### src/rtl/csa_acc_stream.sv
// Carry-save group accumulator: sums unsigned beats until in_last, then resolves S+C and holds the result.
// Latency: 2 edges from the accepting edge of the in_last beat to out_valid, independent of group length.
// Backpressure: in_ready is low in RESOLVE and HOLD; HOLD waits for out_ready with the outputs held stable.
module csa_acc_stream #(
    parameter int IN_W  = 13,
    parameter int ACC_W = 16,
    parameter int CNT_W = 8
) (
    input  logic             clk,
    input  logic             rst_n,
    input  logic [IN_W-1:0]  in_data,
    input  logic             in_valid,
    input  logic             in_last,
    output logic             in_ready,
    output logic [ACC_W-1:0] out_sum,
    output logic             out_ovf,
    output logic [CNT_W-1:0] out_count,
    output logic             out_valid,
    input  logic             out_ready
);

    generate
        if (ACC_W < IN_W + 1) begin : g_bad_width
            $error("csa_acc_stream: ACC_W must be at least IN_W+1");
        end
    endgenerate

    typedef enum logic [1:0] {
        ACCUM   = 2'd0,
        RESOLVE = 2'd1,
        HOLD    = 2'd2
    } state_t;

    state_t             state;
    logic [ACC_W-1:0]   s_r;
    logic [ACC_W-1:0]   c_r;
    logic               ovf_r;
    logic [CNT_W-1:0]   cnt_r;

    logic [ACC_W-1:0]   in_ext;
    logic [ACC_W-1:0]   s_nxt;
    logic [ACC_W-1:0]   maj;
    logic [ACC_W:0]     sum_full;

    assign in_ext   = ACC_W'(in_data);
    assign s_nxt    = in_ext ^ s_r ^ c_r;
    assign maj      = (in_ext & s_r) | (in_ext & c_r) | (s_r & c_r);
    assign sum_full = {1'b0, s_r} + {1'b0, c_r};

    assign in_ready  = (state == ACCUM);
    assign out_valid = (state == HOLD);

    always_ff @(posedge clk or negedge rst_n) begin
        if (!rst_n) begin
            state     <= ACCUM;
            s_r       <= '0;
            c_r       <= '0;
            ovf_r     <= 1'b0;
            cnt_r     <= '0;
            out_sum   <= '0;
            out_ovf   <= 1'b0;
            out_count <= '0;
        end else begin
            case (state)
                ACCUM: begin
                    if (in_valid) begin
                        s_r <= s_nxt;
                        // Top majority bit has no home in C; its weight is 2^ACC_W, so it is pure overflow.
                        c_r <= {maj[ACC_W-2:0], 1'b0};
                        if (maj[ACC_W-1]) begin
                            ovf_r <= 1'b1;
                        end
                        if (cnt_r != {CNT_W{1'b1}}) begin
                            cnt_r <= cnt_r + CNT_W'(1);
                        end
                        if (in_last) begin
                            state <= RESOLVE;
                        end
                    end
                end
                RESOLVE: begin
                    out_sum   <= sum_full[ACC_W-1:0];
                    out_ovf   <= ovf_r | sum_full[ACC_W];
                    out_count <= cnt_r;
                    s_r       <= '0;
                    c_r       <= '0;
                    ovf_r     <= 1'b0;
                    cnt_r     <= '0;
                    state     <= HOLD;
                end
                HOLD: begin
                    if (out_ready) begin
                        state <= ACCUM;
                    end
                end
                default: begin
                    state <= ACCUM;
                end
            endcase
        end
    end

endmodule

### config.mk
export PLATFORM = sky130hd
export DESIGN_NAME = csa_acc_stream
export DESIGN_NICKNAME = d
export VERILOG_FILES = /design/src/rtl/csa_acc_stream.sv
export SDC_FILE = /design/constraint.sdc
export NUM_CORES = 1
export LEC_CHECK = 0
export BUFFER_PORTS_ARGS = -buffer_cell sky130_fd_sc_hd__buf_2
export CORE_MARGIN = 3
export CORE_UTILIZATION = 25
export CTS_BUF_LIST = sky130_fd_sc_hd__clkbuf_2
export CTS_CLUSTER_SIZE = 12
export DETAILED_ROUTE_END_ITERATION = 10
export GPL_TIMING_DRIVEN = 0
export PLACE_DENSITY = 0.46
export SYNTH_ARGS = -nofsm -noshare
export SYNTH_HDL_FRONTEND = slang
export SYNTH_SLANG_ARGS = --single-unit
### constraint.sdc
create_clock -name clk -period 2.45 [get_ports clk]
set_input_delay 0.49 -clock clk [delete_from_list [all_inputs] [get_ports clk]]
set_output_delay 0.49 -clock clk [all_outputs]
set_load 0.1 [all_outputs]
## After elaboration in Yosys (flattened, before gate mapping)

Index checks and enable logic that the tools add are counted.

| word-level totals | value |
|---|---|
| bits in writable memories | 0 |
| bits in registers | 68 |
| memory bits (read-only) | 0 |
| memories | 0 |
| bits in latches | 0 |
| input port bits | 18 |

| operators by class | value |
|---|---|
| add/subtract/negate cells | 2 |
| reductions and logical operators | 6 |
| div/mod/pow operators | 0 |
| equal/unequal tests | 8 |
| multiplexer cells | 14 |
| order comparisons | 0 |
| shift-type cells | 0 |
| multipliers | 0 |
| bitwise gates (word level) | 8 |

Operator list:

| kind | number |
|---|---|
| $pmux W16 S2 | 2 |
| $and A13 B16 Y16 | 2 |
| $mux W16 | 2 |
| $or A16 B16 Y16 | 2 |
| $add A16 B16 Y17 | 1 |
| $and A16 B16 Y16 | 1 |
| $mux W8 | 2 |
| $pmux W8 S2 | 1 |
| $xor A13 B16 Y16 | 1 |
| $xor A16 B16 Y16 | 1 |
| $reduce_and A3 Y1 | 3 |
| $add A8 B1 Y8 const B | 1 |
| $ne A8 B8 Y1 const B | 1 |
| $mux W2 | 3 |
| $ne A2 B1 Y1 const B | 3 |
| $pmux W2 S3 | 1 |
| $ne A2 B2 Y1 const B | 2 |
| $eq A2 B1 Y1 const B | 1 |
| $eq A2 B2 Y1 const B | 1 |
| $logic_not A2 Y1 | 1 |
| $mux W1 | 2 |
| $pmux W1 S2 | 1 |
| $reduce_and A2 Y1 | 1 |
| $reduce_bool A2 Y1 | 1 |
| $or A1 B1 Y1 | 1 |

## Logic depth before layout (Yosys ltp)

Gate-level depths: netlist of run 1.

| depth | value |
|---|---|
| depth in word-level cells | 6 |
| depth in mapped cells | 7 |
| depth with buffers taken out | 6 |

## Worst setup path before layout of run 1

Ideal clock, no wire load.

| timing | value |
|---|---|
| kind | register -> register |
| from | register state[0] |
| to | register c_r[10] |
| arrival | 2.520 ns |
| stages on the path, launching flop included | 7 |
| setup slack | -0.136 ns |
| clock period less this slack | 2.586 ns |
| library setup time | 0.066 ns |
| buffers on the path | 2 |
| cell sequence | dfrtp_1 nor2_1 and2_1 clkbuf_1 clkbuf_1 nand2_1 nand2_1 |

| on the way | value |
|---|---|
| word-level cells in the longest chain between the ends | 3 |

RTL lines:

| what | line | source |
|---|---|---|
| start, declared | 34 | `state_t state;` |
| start signal, assigned | 55 | `state <= ACCUM;` |
| start signal, assigned | 77 | `state <= RESOLVE;` |
| start signal, assigned | 89 | `state <= HOLD;` |
| $logic_not A2 Y1 * | n/a |  |
| net in_ready | 14 | `output logic in_ready,` |
| $ne A2 B2 Y1 (no line) or $reduce_bool A2 Y1 (tied branches) | n/a |  |
| $reduce_and A2 Y1 (no line) | n/a |  |
| end signal, assigned | 69 | `c_r <= {maj[ACC_W-2:0], 1'b0};` |
| end, declared | 36 | `logic [ACC_W-1:0] c_r;` |

Mark *: on every way through the listed nets, which the timed path passes. The rest lies on a longest branch.
A chain may end at the register's enable or synchronous reset.

## Worst setup path after layout of run 1

| timing | value |
|---|---|
| from | register s_r[5] |
| to | register out_ovf |

| on the way | value |
|---|---|
| word-level cells in the longest chain between the ends | 2 |

RTL lines:

| what | line | source |
|---|---|---|
| start, declared | 35 | `logic [ACC_W-1:0] s_r;` |
| start signal, assigned | 67 | `s_r <= s_nxt;` |
| $add A16 B16 Y17 | 48 | `assign sum_full = {1'b0, s_r} + {1'b0, c_r};` |
| $or A1 B1 Y1 | 83 | `out_ovf <= ovf_r \| sum_full[ACC_W];` |
| end signal, assigned | 83 |  |
| end, declared | 16 | `output logic out_ovf,` |

Every way passes these cells.

==> qor.csv, run 1 <==
stage,metric,value,unit
sta,fin_crit,2.26,ns
critical_path,end_kind,register,
logic_synthesis,yosysUniqueCellTypes,50,
cells_and_area,design_area,4300,um2
logic_synthesis,synth_area_leader_cell,dfrtp_1,
placement,dpl.hpwl,6970,um
run,drv_cap,0,
pwr,ir_worst_vdd,0.415,mV
floorplanning,fp.dieH,127,um
hold_path,holdPathStages,2,
drt,dr_total_vias,2986,
drt,drtAntennaViolNets,0,
clocking,cts-buffers-inserted,9,
drt,drc,0,
logic_synthesis,ys_seq_area_share,45.7,%
clocking,clk_pin_slew,0.21,ns
logic_synthesis,synth_edf_count,0,
floorplanning,start_util,26.0,%
grt,grt_use_total,12.9,%
critical_path,crit-reg2reg-capture,out_ovf,
cells_and_area,fin_nets,496,
critical_path,worst-endpoint-required,2.91,ns
logic_synthesis,netlist.area_leader.share,45.7,%
sta,worst_slack,0.194,ns
sta,period_share,92.1,%
logic_synthesis,synthAdderAreaFrac,12.7,%
critical_path,r2r_cells,6,
placement,place_area,4150,um2
placement,dpl.cell_count,616,
drt,viasPerCell,4.71,
clocking,htreeDepth,3,
placement,gp_congestion,0.784,
cells_and_area,syn2layout_area_growth,17.1,%
logic_synthesis,yosys-top-cells-area,"dfrtp_1 (46%), nand2_1 (12%), fa_1 (6.5%), ha_1 (6.1%), nand3_1 (5.5%)",
grt,grt_overflow,0,
sta,fin_skew,0.0350,ns
sta,totalNegativeSetupSlack,0,ns
sta,rsz0062_at_grt,false,
logic_synthesis,synth_ff_type,dfrtp_1,
grt,grt_max_degree,61,
clocking,post-cts-setup-buffers,0,
clocking,clockBufferDepth,2,
placement,dpl_worst_slack,0.225,ns
sta,relSlewSlack,56.1,%
sta,worst_slew_pin_slew,0.659,ns
pwr,powerDensity,1310,nW/um2
floorplanning,pin_count,45,
hold_path,hold_class,in2reg,
placement,port_buffers,44,
critical_path,start_kind,register,
pwr,leakage,0.00215,uW
sta,hold_ws,0.0977,ns
logic_synthesis,synth_top_family_by_area,simple AND/OR/NAND/NOR gates,
drt,wire_per_inst,15.1,um
drt,drt-pass1-iter-count,6,
logic_synthesis,syn_inst,391,
critical_path,worstPathArrival,2.71,ns
critical_path,reg2reg_slack,0.19,ns
cells_and_area,drive_gt1_share,15.0,%
logic_synthesis,async_reset_ff_share,100,%
hold_path,holdPathEnd,state[1],
critical_path,path_max_fanout,5,
sta,hold_viol_final,0,
logic_synthesis,syn_avg_cell_area,9.38,um2
clocking,cts_tree,built,
grt,antenna_found_initial,1,
outcome,status,"complete, no violations",
cells_and_area,stdcell_count,634,
logic_synthesis,ys_ff_latch,67,
logic_synthesis,synth_warnings,0,
floorplanning,die-area,16200,um2
clocking,clkSinkCount,67,
critical_path,timing.rr.start,s_r[5],
hold_path,min_from,out_ready,
logic_synthesis,synthSimpleGateAreaFrac,24.1,%
grt,grt_pass1_vias,3079,
floorplanning,rows,43,
floorplanning,die_x,127,um
logic_synthesis,synthXorXnorAreaFrac,2.39,%
logic_synthesis,synthesis.nets,439,
logic_synthesis,synthMuxAreaShare,0.546,%
critical_path,critical_path_class,reg2reg,
sta,fmax,0.443,GHz
sta,setup_viol_count_final,0,
sta,slew_viol_final,0,
drt,drt-total-wl,9600,um
logic_synthesis,syn-cell-area,3670,um2
logic_synthesis,synth_compound_area_share,11.8,%
drt,drt-initial-drc-count,136,
clocking,clkLatencyLatePin,0.57,ns
clocking,clock_tree.root_cell,clkbuf_2,
grt,grt_pass1_wl,16200,um
floorplanning,core_area,14100,um2
==> Yosys cell counts, drive strengths merged (2+ instances only) <==
| master | number |
|---|---|
| nand3 | 40 |
| fa | 12 |
| inv | 4 |
| dfrtp | 67 |
| nor2b | 2 |
| a21oi | 12 |
| ha | 18 |
| a21o | 3 |
| o21a | 3 |
| buf | 9 |
| and2 | 4 |
| a211o | 2 |
| nand2 | 115 |
| nand2b | 2 |
| and3 | 6 |
| nand4 | 6 |
| clkbuf | 11 |
| o31ai | 3 |
| o21ai | 17 |
| o31a | 2 |
| nor4 | 2 |
| o211ai | 2 |
| nor3 | 5 |
| mux2i | 2 |
| nor2 | 12 |
| a311oi | 2 |
| xnor2 | 4 |
| a31oi | 2 |
| xor2 | 6 |
==> area by class of cell <==
| class | instances | area (um2) |
|---|---|---|
| antenna | 1 | 2.50 |
| buffer | 20 | 83.8 |
| clock buffer | 9 | 45.0 |
| clock inverter | 7 | 91.3 |
| fill | 1533 | 9800 |
| inverter | 4 | 15.0 |
| multi-input combinational | 300 | 1900 |
| sequential | 67 | 1680 |
| tap | 180 | 225 |
| timing repair buffer | 46 | 260 |
==> kinds of logic (layout without fill, tap and decap cells) <==
| kind of cell | count (synthesis) | in the layout |
|---|---|---|
| flip-flops | 67 | 67 |
| XOR/XNOR | 10 | 10 |
| other | 0 | 1 |
| multiplexers | 2 | 2 |
| AND/OR/NAND/NOR | 199 | 199 |
| adder cells (fa/ha/maj) | 30 | 30 |
| AO/OA/AOI/OAI | 59 | 59 |
| buffers and inverters | 24 | 86 |
==> worst max-delay path, cell delays in order, from the launching register on <==
cell      delay, ns
dfrtp_1        0.48
ha_1           0.38
and3_2         0.25
a221oi_2       0.39
nor3_2         0.15
o311ai_0       0.37
a31oi_1        0.13
==> state kept, by name, indices dropped and copies added, names as in the netlist <==
register and count:
out_sum 16, s_r 16, c_r 15, cnt_r 8, out_count 8, state 2
out_ovf 1, ovf_r 1
==> worst max path at each step <==
stage / slack (ns) / to / cells past startpoint / start
after floorplan: 0.36 / c_r[10] / 6 / state[0]
after global placement: 0.22 / out_ovf / 6 / s_r[4]
after detailed placement: 0.22 / out_ovf / 6 / s_r[4]
after CTS: 0.18 / out_ovf / 6 / s_r[4]
after global routing: 0.00008 / out_ovf / 6 / s_r[4]
final: 0.19 / out_ovf / 6 / s_r[5]
==> layout by cell type, fill, tap and decap left out, types with 4 or more instances in the layout <==
master	netlist	routed
buf_1	7	7
clkbuf_1	11	11
ha_1	18	18
clkbuf_2	0	9
o21ai_0	17	17
nand4_1	6	6
nand3_1	40	40
fa_1	12	12
nand2_1	115	115
nor2_1	12	11
buf_2	1	44
inv_1	4	4
and3_1	5	5
xor2_1	6	6
and2_1	4	4
nor3_1	4	4
dfrtp_1	67	67
a21oi_1	12	12
xnor2_1	4	4
==> power by group <==
group	switching (uW)	internal (uW)	total, uW
sequential	354	1480	1840
combinational	2240	782	3020
clock	447	333	780
total	3040	2600	5640
==> what timing repair did <==
action / in CTS / in global routing
gates resized for setup: 0 / 0
hold buffers: 1 / 0
hold endpoints to repair: 66 / 0
==> routing by layer <==
metal	wire length, um	GRT usage, %
met1	4560	17.1
met2	4370	19.6
met3	389	2.84
met4	289	6.75
met5	0	0
==> stage by stage <==
stage	utilization, %	total power [uW]
2_1_floorplan	-	4230
5_1_grt	30.5	6070
4_1_cts	30.5	5700
6_report	30.5	5640
3_3_place_gp	29.2	4850
3_5_place_dp	29.4	4900
Power figures use the tool's default switching activity.
==> run 2, diff against run 1 <==
--- a/config.mk
+++ b/config.mk
@@ -7,12 +7,12 @@
 export LEC_CHECK = 0
 export BUFFER_PORTS_ARGS = -buffer_cell sky130_fd_sc_hd__buf_2
 export CORE_MARGIN = 3
-export CORE_UTILIZATION = 25
+export CORE_UTILIZATION = 60
 export CTS_BUF_LIST = sky130_fd_sc_hd__clkbuf_2
 export CTS_CLUSTER_SIZE = 12
 export DETAILED_ROUTE_END_ITERATION = 10
 export GPL_TIMING_DRIVEN = 0
-export PLACE_DENSITY = 0.46
+export PLACE_DENSITY = 0.87
 export SYNTH_ARGS = -nofsm -noshare
 export SYNTH_HDL_FRONTEND = slang
 export SYNTH_SLANG_ARGS = --single-unit
==> run 2 against run 1 <==
  * Global-route usage rose by 12 points
  * Clock skew fell by 0.0047 ns
  * Critical path depth did not move
  * Sequential power barely moved
  * Core utilization rose by 42 points
  * Flip-flop and latch count did not move
  * Via count rose by 3.4%
  * Routed wire length fell by 12%
  * Fmax fell by 2.9%
  * Setup slack got worse by 0.066 ns
  * Largest power group unchanged
==> qor.csv, run 2 (same netlist as run 1, synthesis figures left out) <==
stage,metric,value,unit
outcome,status,"complete, no violations",
critical_path,worstPathArrival,2.79,ns
floorplanning,fp.dieH,84.2,um
grt,grt_max_degree,68,
sta,setup_viol_count_final,0,
drt,drc,0,
sta,worst_slew_pin_slew,0.825,ns
sta,period_share,94.8,%
floorplanning,die-area,7090,um2
grt,grt_pass1_wl,14200,um
sta,hold_ws,0.0104,ns
drt,drt-initial-drc-count,179,
grt,antenna_found_initial,0,
pwr,leakage,0.00214,uW
cells_and_area,reg_top3,"out_sum: 16 flops, s_r: 16 flops, c_r: 15 flops",
sta,fin_skew,0.0303,ns
sta,relSlewSlack,45.0,%
pwr,ir_worst_vdd,0.985,mV
critical_path,cp_cell_sequence,ha_1 > nand3_1 > o2bb2ai_1 > o21ai_0 > a2111o_1 > nand4_1,
drt,viasPerCell,5.90,
cells_and_area,num_antenna_cells,0,
sta,fmax,0.431,GHz
sta,slew_viol_final,0,
critical_path,critical_path_class,reg2reg,
critical_path,r2r_cells,6,
drt,dr_total_vias,3087,
floorplanning,pin_count,45,
pwr,p_seq_share,32.2,%
clocking,post-cts-setup-buffers,0,
hold_path,hold_class,in2async,
critical_path,worst-endpoint-required,2.92,ns
grt,grt_use_total,25.2,%
pwr,comb_power_share,54.5,%
drt,drt-pass1-iter-count,4,
cells_and_area,final_cell_mix,"nand2_1 (115), dfrtp_1 (67), buf_2 (44), nand3_1 (40), ha_1 (18)",
placement,dpl.cell_count,507,
clocking,cts_hold_buf,0,
cells_and_area,drive_gt1_share,15.1,%
sta,totalNegativeSetupSlack,0,ns
critical_path,slowest_delay,0.49,ns
placement,port_buffers,44,
drt,drtAntennaViolNets,0,
critical_path,reg2reg_slack,0.13,ns
pwr,powerDensity,1360,nW/um2
cells_and_area,design_area,4130,um2
sta,fin_crit,2.32,ns
clocking,cts_resized,0,
clocking,clk_pin_slew,0.20,ns
critical_path,critPathSlowestCell,a2111o_1,
cells_and_area,syn2layout_area_growth,12.6,%
floorplanning,start_util,64.3,%
clocking,clockBufferDepth,2,
clocking,clkLatencyLatePin,0.51,ns
critical_path,timing.rr.start,s_r[5],
cells_and_area,fill_cells,447,
pwr,p_sw_share,53.6,%
cells_and_area,stdcell_count,523,
critical_path,crit-reg2reg-capture,out_sum[15],
critical_path,critPathTopFamily,compound AO/OA/AOI/OAI gates,
clocking,cts_tree,built,
drt,drt-total-wl,8470,um
grt,grt_pass1_vias,3074,
critical_path,start_kind,register,
floorplanning,rows,27,
sta,rsz0062_at_grt,false,
floorplanning,die_x,84.2,um
clocking,cts-buffers-inserted,9,
clocking,clkSinkCount,67,
pwr,total_power,5610,uW
drt,wire_per_inst,16.2,um
critical_path,critPathBufInv,0,
clocking,htreeDepth,3,
cells_and_area,layout_commonest_cell,nand2_1,
pwr,power_frac_clock,13.3,%
pwr,p_int,2610,uW
critical_path,end_kind,register,
placement,dpl.hpwl,5970,um
placement,place_area,3980,um2
grt,grt_overflow,0,
clocking,clock_tree.root_cell,clkbuf_2,
pwr,p_switching,3010,uW
cells_and_area,fin_nets,494,
critical_path,path_max_fanout,5,
sta,hold_viol_final,0,
placement,gp_congestion,0.835,
floorplanning,core_area,5710,um2
run,drv_cap,0,
run 2: worst max path at each step:
stage | startpoint | end | cells past startpoint
floorplan | state[0] | c_r[10] | 6
global placement | s_r[4] | out_ovf | 6
detailed placement | s_r[4] | out_sum[10] | 6
CTS | s_r[4] | out_sum[10] | 6
global route | c_r[5] | out_sum[15] | 6
finish | s_r[5] | out_sum[15] | 6
run 2: layout make-up:
class / count / area, um2 / share of cell area, %
Clock buffer: 10 / 50.0 / 1.21
Multi-Input combinational cell: 300 / 1910 / 46.3
Tap cell: 72 / 90.1 / 2.18
Inverter: 4 / 15.0 / 0.363
Sequential cell: 67 / 1680 / 40.6
Timing Repair Buffer: 44 / 223 / 5.39
Buffer: 20 / 83.8 / 2.03
Clock inverter: 6 / 80.1 / 1.94
run 2: through the flow:
step,worst slack [ns],utilization [%]
after floorplan,0.363,-
after global placement,0.246,69.7
after detailed placement,0.114,69.8
after CTS,0.0824,72.1
after global routing,0.0565,72.4
final,0.127,72.4
run 2: power groups by stage:
stage               combinational (uW)  sequential (uW)  clock [uW]
finish                            3060             1810         747
global route                      3310             1870         805
CTS                               3020             1810         751
detailed placement                3010             1830           0
global placement                  2920             1810           0
floorplan                         1330             2900           0
run 2: metal layers:
metal  GRT usage [%]  vias up  wire [um]  part of all wire [%]
met3            6.97       22        520                   6.1
met5               0        -          0                     0
met2            40.0      102       4060                    48
met4            7.60        0        167                   2.0
met1            34.2     1501       3720                    44
li1                -     1462          -                     -
